==> config.mk <==
export PLATFORM = sky130hd
export DESIGN_NAME = seg7_scan
export DESIGN_NICKNAME = d
export VERILOG_FILES = /design/src/rtl/seg7_scan.sv
export SDC_FILE = /design/constraint.sdc
export NUM_CORES = 1
export LEC_CHECK = 0
export CAP_MARGIN = 5
export CORE_AREA = 8 8 62 117
export DETAILED_ROUTE_END_ITERATION = 8
export DIE_AREA = 0 0 70 125
export GPL_ROUTABILITY_DRIVEN = 0
export PLACE_DENSITY = 0.59
export SLEW_MARGIN = 40
export SYNTH_ARGS = -nofsm -noshare
export SYNTH_HDL_FRONTEND = slang
export SYNTH_SLANG_ARGS = --single-unit
==> constraint.sdc <==
create_clock -name clk -period 6.58 [get_ports clk]
set_input_delay 0.987 -clock clk [delete_from_list [all_inputs] [get_ports clk]]
set_output_delay 0.987 -clock clk [all_outputs]
set_load 0.02 [all_outputs]
==> src/rtl/seg7_scan.sv <==
// Scans four BCD clock digits onto a common-anode 7-segment display, with the colon on hour0's dp.
// One cycle of output latency; inputs are sampled only at frame wrap. COLON_BLINK_EN makes the colon blink.
module seg7_scan #(
  parameter int SCAN_DIV = 12500
`ifdef COLON_BLINK_EN
  , parameter int BLINK_HALF = 25000000
`endif
) (
  input  logic       clk,
  input  logic       rst,
  input  logic [1:0] hour1,
  input  logic [3:0] hour0,
  input  logic [2:0] min1,
  input  logic [3:0] min0,
  output logic [3:0] an,
  output logic [6:0] seg,
  output logic       dp
);

  typedef struct packed {
    logic [1:0] hour1;
    logic [3:0] hour0;
    logic [2:0] min1;
    logic [3:0] min0;
  } digits_t;

  localparam int                DIV_W    = $clog2(SCAN_DIV);
  localparam logic [DIV_W-1:0]  DIV_LAST = DIV_W'(SCAN_DIV - 1);
  localparam logic [6:0]        SEG_DASH = 7'b0111111;

  function automatic logic [6:0] bcd_to_seg(input logic [3:0] v);
    logic [6:0] s;
    s = SEG_DASH;
    case (v)
      4'd0: s = 7'b1000000;
      4'd1: s = 7'b1111001;
      4'd2: s = 7'b0100100;
      4'd3: s = 7'b0110000;
      4'd4: s = 7'b0011001;
      4'd5: s = 7'b0010010;
      4'd6: s = 7'b0000010;
      4'd7: s = 7'b1111000;
      4'd8: s = 7'b0000000;
      4'd9: s = 7'b0010000;
      default: s = SEG_DASH;
    endcase
    return s;
  endfunction

  logic [DIV_W-1:0] div_cnt_q, div_cnt_d;
  logic [1:0]       idx_q, idx_d;
  digits_t          shadow_q, shadow_d;
  logic [3:0]       an_q, an_d;
  logic [6:0]       seg_q, seg_d;
  logic             dp_q, dp_d;
  logic             tick;
  logic [3:0]       cur_val;
  logic             cur_ok;
  logic             colon_lit;

  // Slot divider, digit index and frame-wrap snapshot
  always_comb begin
    tick      = (div_cnt_q == DIV_LAST);
    div_cnt_d = tick ? '0 : div_cnt_q + DIV_W'(1);
    idx_d     = tick ? idx_q + 2'd1 : idx_q;
    shadow_d  = shadow_q;
    if (tick && (idx_q == 2'd3)) begin
      shadow_d = {hour1, hour0, min1, min0};
    end
  end

  // Per-position legality differs because the tens digits have narrower ranges
  always_comb begin
    cur_val = 4'd0;
    cur_ok  = 1'b1;
    unique case (idx_q)
      2'd0: begin
        cur_val = shadow_q.min0;
        cur_ok  = (shadow_q.min0 < 4'd10);
      end
      2'd1: begin
        cur_val = {1'b0, shadow_q.min1};
        cur_ok  = (shadow_q.min1 < 3'd6);
      end
      2'd2: begin
        cur_val = shadow_q.hour0;
        cur_ok  = (shadow_q.hour0 < 4'd10);
      end
      2'd3: begin
        cur_val = {2'b00, shadow_q.hour1};
        cur_ok  = (shadow_q.hour1 != 2'd3);
      end
    endcase
  end

  // Blank the whole display on the slot-change cycle to avoid ghosting
  always_comb begin
    an_d  = 4'b1111;
    seg_d = 7'b1111111;
    dp_d  = 1'b1;
    if (!tick) begin
      an_d  = ~(4'b0001 << idx_q);
      seg_d = cur_ok ? bcd_to_seg(cur_val) : SEG_DASH;
      dp_d  = (idx_q == 2'd2) ? ~colon_lit : 1'b1;
    end
  end

`ifdef COLON_BLINK_EN
  localparam int               BLK_W     = (BLINK_HALF > 1) ? $clog2(BLINK_HALF) : 1;
  localparam logic [BLK_W-1:0] BLK_LAST  = BLK_W'(BLINK_HALF - 1);

  logic [BLK_W-1:0] blink_cnt_q, blink_cnt_d;
  logic             colon_on_q, colon_on_d;
  logic             blink_wrap;

  always_comb begin
    blink_wrap  = (blink_cnt_q == BLK_LAST);
    blink_cnt_d = blink_wrap ? '0 : blink_cnt_q + BLK_W'(1);
    colon_on_d  = blink_wrap ? ~colon_on_q : colon_on_q;
  end

  always_ff @(posedge clk) begin
    if (rst) begin
      blink_cnt_q <= '0;
      colon_on_q  <= 1'b1;
    end else begin
      blink_cnt_q <= blink_cnt_d;
      colon_on_q  <= colon_on_d;
    end
  end

  assign colon_lit = colon_on_q;
`else
  assign colon_lit = 1'b1;
`endif

  always_ff @(posedge clk) begin
    if (rst) begin
      div_cnt_q <= '0;
      idx_q     <= 2'd0;
      shadow_q  <= '0;
      an_q      <= 4'b1111;
      seg_q     <= 7'b1111111;
      dp_q      <= 1'b1;
    end else begin
      div_cnt_q <= div_cnt_d;
      idx_q     <= idx_d;
      shadow_q  <= shadow_d;
      an_q      <= an_d;
      seg_q     <= seg_d;
      dp_q      <= dp_d;
    end
  end

  assign an  = an_q;
  assign seg = seg_q;
  assign dp  = dp_q;

endmodule

==> results of run 1 <==
## worst max-delay path, stage by stage (launching register included)
cell and delay [ps]:
dfxtp_1 380, ha_1 590, a222oi_1 240, a21oi_1 400
inv_1 120, ha_1 290, or3_1 360, nand4_1 90
## final cells by class
| cell class | count | area (um^2) |
|---|---|---|
| clock inverters | 2 | 10.0 |
| fillers | 591 | 3550 |
| flip-flops and latches | 40 | 801 |
| multi-input cells | 152 | 942 |
| repair buffers | 26 | 260 |
| inverters | 6 | 22.5 |
| clock buffers | 6 | 139 |
| well taps | 63 | 78.8 |
## synth_stat cells
cell and number:
a22oi_1 1, a21oi_1 19, a32oi_1 1, a21o_1 1
buf_2 4, nor2b_1 3, xor2_1 9, nand3b_1 1
ha_1 9, clkbuf_1 5, nor4bb_1 1, nor3_1 2
or2_2 1, o31ai_1 1, a221oi_1 1, a211oi_1 2
and2_1 3, o21a_1 3, o21ai_1 9, a222oi_1 1
nand2_1 15, and4_1 3, nand2b_1 1, o211ai_1 2
a21boi_0 2, a2111oi_1 1, buf_4 2, o21ai_0 9
nor4_4 1, and4b_1 1, nor2_1 15, nor4_1 2
and3_1 2, clkinv_1 1, nand4_1 7, or3_1 2
buf_6 1, dfxtp_1 40, nand3_1 20, xnor2_1 1
inv_1 5
## registers in the layout (all words and copies together) (netlist names)
name / count
dp: 1
div_cnt_q: 14
shadow_q: 13
seg: 7
an: 3
idx_q: 2
## power by group
part | internal (mW) | leakage [nW] | switching (mW)
registers | 0.246 | 0.326 | 0.00178
logic | 0.0141 | 0.405 | 0.0113
clock network | 0.149 | 0.0766 | 0.0935
## stage by stage
stage	power, mW	hold slack [ps]	cells
2_1_floorplan	0.264	413	210
3_3_place_gp	0.279	425	287
3_5_place_dp	0.279	438	287
4_1_cts	0.522	447	295
5_1_grt	0.532	483	295
6_report	0.516	447	295
## per-layer routing
layer / share of wire / track usage / vias up
met5: 0 / 0 / -
met3: 0.055 / 0.0340 / 7
met1: 0.46 / 0.113 / 725
li1: - / - / 785
met2: 0.46 / 0.152 / 44
met4: 0.020 / 0.0381 / 0
## path summary, 6_finish.rpt
kind                  end  slack, ps
min          div_cnt_q[0]        450
min reg2reg  div_cnt_q[0]        450
max reg2reg        seg[3]       4040
max                seg[3]       4040
## logic make-up (layout without fill, tap and decap cells)
| group | after synthesis | in the layout | synth area share |
|---|---|---|---|
| buffers and inverters | 18 | 40 | 0.0478 |
| AO/OA/AOI/OAI | 53 | 53 | 0.171 |
| adder cells (fa/ha/maj) | 9 | 9 | 0.0615 |
| XOR/XNOR | 10 | 10 | 0.0479 |
| AND/OR/NAND/NOR | 80 | 80 | 0.234 |
| flip-flops | 40 | 40 | 0.437 |
==> metrics.yaml, run 1 <==
tns_ps: 0
ctsHoldBuffers: 0
yosysSeqAreaShare: 0.437
core-area_um2: 5810
clkLatencyLatePin_ps: 280
ioPinCount: 27
grt_pass1_wl_mm: 7.14
crit_fanout: 18
r2r_start: "idx_q[1]"
setup_viol: 0
clock_sinks: 40
wl_per_cell_um: 13.9
clock-root-buffer: "clkbuf_16"
worstPathArrival_ps: 2750
pre_cts_slack_ps: 3890
grt_pass1_vias: 1576
diodes: 0
startpoint_type: "flop"
grt_start_max_net_pins: 19
synth_cell_type_count: 41
synth.area.top_cells: "dfxtp_1, ha_1, nand3_1, a21oi_1, xor2_1"
layout_common_cells: "dfxtp_1, clkdlybuf4s50_1, nand3_1"
grt_usage: 0.0955
die_w_um: 70
die_area_um2: 8750
grt_setup_unrepaired: "no"
power_density_nw_per_um2: 229
ys_seq_elements: 40
maxCapViolations: 0
yosysTopAreaCell: "dfxtp_1"
fin_crit_ps: 2540
max_freq_mhz: 394
ir_drop_v: 0.000166
ant_nets: 0
clkTransAtPathRegs_ps: 60
final_area_um2: 2250
cts_tree: "built"
rr_worst_depth: 7
ctsResizeCount: 0
outcome: "complete, no violations"
first_iter_violations: 103
post_cts_buffers: 0
clock_skew_ps: 4.69
slew_headroom: 0.453
endpoint_kind: "flop"
clk_path_buf_depth: 2
h-tree-depth: 2
worstPathRequired_ps: 6800
yosysWarnings: 0
slew_viol_final: 0
vias: 1561
portBuffers: 26
final_common_cell: "dfxtp_1"
post-route-period-util: 0.385
worstHoldStart: "div_cnt_q[0]"
p_leak_nw: 0.807
syn_nets: 234
routed_wl_mm: 4.09
antenna_found_initial: 0
viasPerCell: 5.29
area_delta_synth_final_pct: 23.1
start_util: 0.315
die_h_um: 125
drc: 0
fin_ws_ps: 4040
finalHoldViolCount: 0
postPlaceCellArea_um2: 2100
yosysTopAreaCellShare: 0.437
num_rows: 40
synthesis.area_um2: 1830
critical_path.startpoint: "idx_q[1]"
crit_type: "reg -> reg"
nNetsFinal: 255
finalCoreUtilization: 0.388
syn-instance-count: 210
drive_gt1_frac: 0.0431
place_hpwl_mm: 2.98
hp-class: "reg -> reg"
whs_path_depth: 1
drt_first_pass_iters: 4
cts-buffers-inserted: 5
worst_pin_slew_ps: 819
postSynthAreaPerCell_um2: 8.72
gr-total-overflow: 0
Note: power is estimated with default switching activity, not from simulation.
==> run 2, diff against run 1 <==
--- a/config.mk
+++ b/config.mk
@@ -10,7 +10,7 @@
 export DETAILED_ROUTE_END_ITERATION = 8
 export DIE_AREA = 0 0 70 125
 export GPL_ROUTABILITY_DRIVEN = 0
-export PLACE_DENSITY = 0.59
+export PLACE_DENSITY = 0.61
 export SLEW_MARGIN = 40
 export SYNTH_ARGS = -nofsm -noshare
 export SYNTH_HDL_FRONTEND = slang
==> constraint.sdc (replaced) <==
create_clock -name clk -period 2.3 [get_ports clk]
set_input_delay 0.345 -clock clk [delete_from_list [all_inputs] [get_ports clk]]
set_output_delay 0.345 -clock clk [all_outputs]
set_load 0.02 [all_outputs]
==> run 2 against run 1 <==
Effect of this change: critical path type unchanged; flip-flop and latch count unchanged; combinational power increased to 3.0 times the previous value; sequential share of layout area down 2.1 points; die area unchanged; worst setup slack worse by 3900 ps; clock-buffer cell count fell by 1; wire length increased by 5.7%; highest routed layer unchanged; cell count increased by 3.4%.
==> metrics.yaml, run 2 (synthesis gave the netlist of run 1 again) <==
nNetsFinal: 265
cp_top_family: "compound AO/OA/AOI/OAI gates"
finalHoldViolCount: 0
ant_nets: 0
h-tree-depth: 2
fin_crit_ps: 2150
core-area_um2: 5810
gr-total-overflow: 0
largest_reg_flops: 14
ctsHoldBuffers: 0
slew_viol_final: 0
clock-root-buffer: "clkbuf_16"
tns_ps: 0
r2r_end: "seg[3]"
die_w_um: 70
outcome: "complete, no violations"
final_common_cell: "dfxtp_1"
grt_usage: 0.0987
worstHoldStart: "div_cnt_q[0]"
layout_common_cells: "dfxtp_1, clkdlybuf4s50_1, nand3_1"
critPathSlowestCell: "a222oi_1"
vias: 1634
endpoint_kind: "flop"
reg2reg_slack_ps: 150
rr_worst_depth: 8
cp_num_buf_inv: 2
slew_headroom: 0.647
worst_pin_slew_ps: 527
clock_sinks: 40
cp_slowest_stage_delay_ps: 450
start_util: 0.315
hold-path-endpoint: "div_cnt_q[0]"
diodes: 0
whs_path_depth: 1
power_density_nw_per_um2: 745
regMostFlops: "div_cnt_q"
r2r_start: "idx_q[1]"
grt_pass1_wl_mm: 7.26
clkTransAtPathRegs_ps: 60
die_h_um: 125
crit_type: "reg -> reg"
maxCapViolations: 0
grt_pass1_vias: 1550
cp_cell_sequence: "inv_1 -> ha_1 -> a222oi_1 -> a21oi_1 -> inv_1 -> ha_1 -> or3_1 -> nand4_1"
routed_wl_mm: 4.32
grt_setup_unrepaired: "no"
antenna_found_initial: 0
area_delta_synth_final_pct: 31.0
crit_fanout: 5
setup_viol: 0
cts-buffers-inserted: 5
drive_gt1_frac: 0.0868
die_area_um2: 8750
clk_path_buf_depth: 2
first_iter_violations: 97
startpoint_type: "flop"
cts_tree: "built"
place_hpwl_mm: 3.21
clkLatencyLatePin_ps: 280
drc: 0
clock_skew_ps: 2.90
hp-class: "reg -> reg"
worstPathArrival_ps: 2370
wl_per_cell_um: 14.2
portBuffers: 26
drt_first_pass_iters: 4
grt_start_max_net_pins: 14
p_leak_nw: 0.884
num_rows: 40
post-route-period-util: 0.934
ir_drop_v: 0.000618
ioPinCount: 27
max_freq_mhz: 466
viasPerCell: 5.36
power.total_mw: 1.79
worstPathRequired_ps: 2520
-- run 2: worst max-delay path by stage --
stage              from  endpoint  slack (ps)  cells past startpoint
3_5_place_dp   idx_q[0]    seg[3]          80                      8
2_1_floorplan  idx_q[1]    seg[3]         230                      8
6_report       idx_q[1]    seg[3]         150                      8
4_1_cts        idx_q[0]    seg[3]          20                      8
3_3_place_gp   idx_q[1]    seg[3]         170                      8
5_1_grt        idx_q[0]    seg[2]           3                      7
-- run 2: what timing repair did --
item | CTS | global route
resized for setup | 0 | 1
endpoints found under the setup margin | 0 | 2
buffers inserted | 0 | 1
-- run 2: area by class of cell --
cell class / instances / area [um^2]
fillers: 602 / 3410
multi-input cells: 152 / 945
flip-flops and latches: 40 / 801
repair buffers: 36 / 335
clock buffers: 5 / 125
clock inverters: 3 / 90.1
well taps: 63 / 78.8
inverters: 6 / 22.5
-- run 2: per-layer routing --
metal,global-route usage,wire length [um],share of wire,up-vias
met3,0.0396,291,0.067,7
met1,0.116,1890,0.44,760
li1,-,-,-,812
met5,0,0,0,-
met2,0.157,2080,0.48,55
met4,0.0345,51,0.012,0
-- run 2: where the power goes --
part           internal (mW)  switching [mW]  leakage [nW]
logic                 0.0422          0.0332         0.455
registers              0.704         0.00517         0.326
clock network          0.731           0.270         0.104
total                   1.48           0.309         0.884
-- run 2: through the flow --
stage	std cells	utilization	setup WS, ps	hold slack (ps)	area [um^2]
after floorplan	210	-	225	413	1830
after global placement	296	0.374	166	423	2170
after detailed placement	296	0.374	83.4	432	2170
after CTS	304	0.411	24.1	466	2390
after global routing	305	0.413	2.96	480	2400
final	305	0.413	153	464	2400
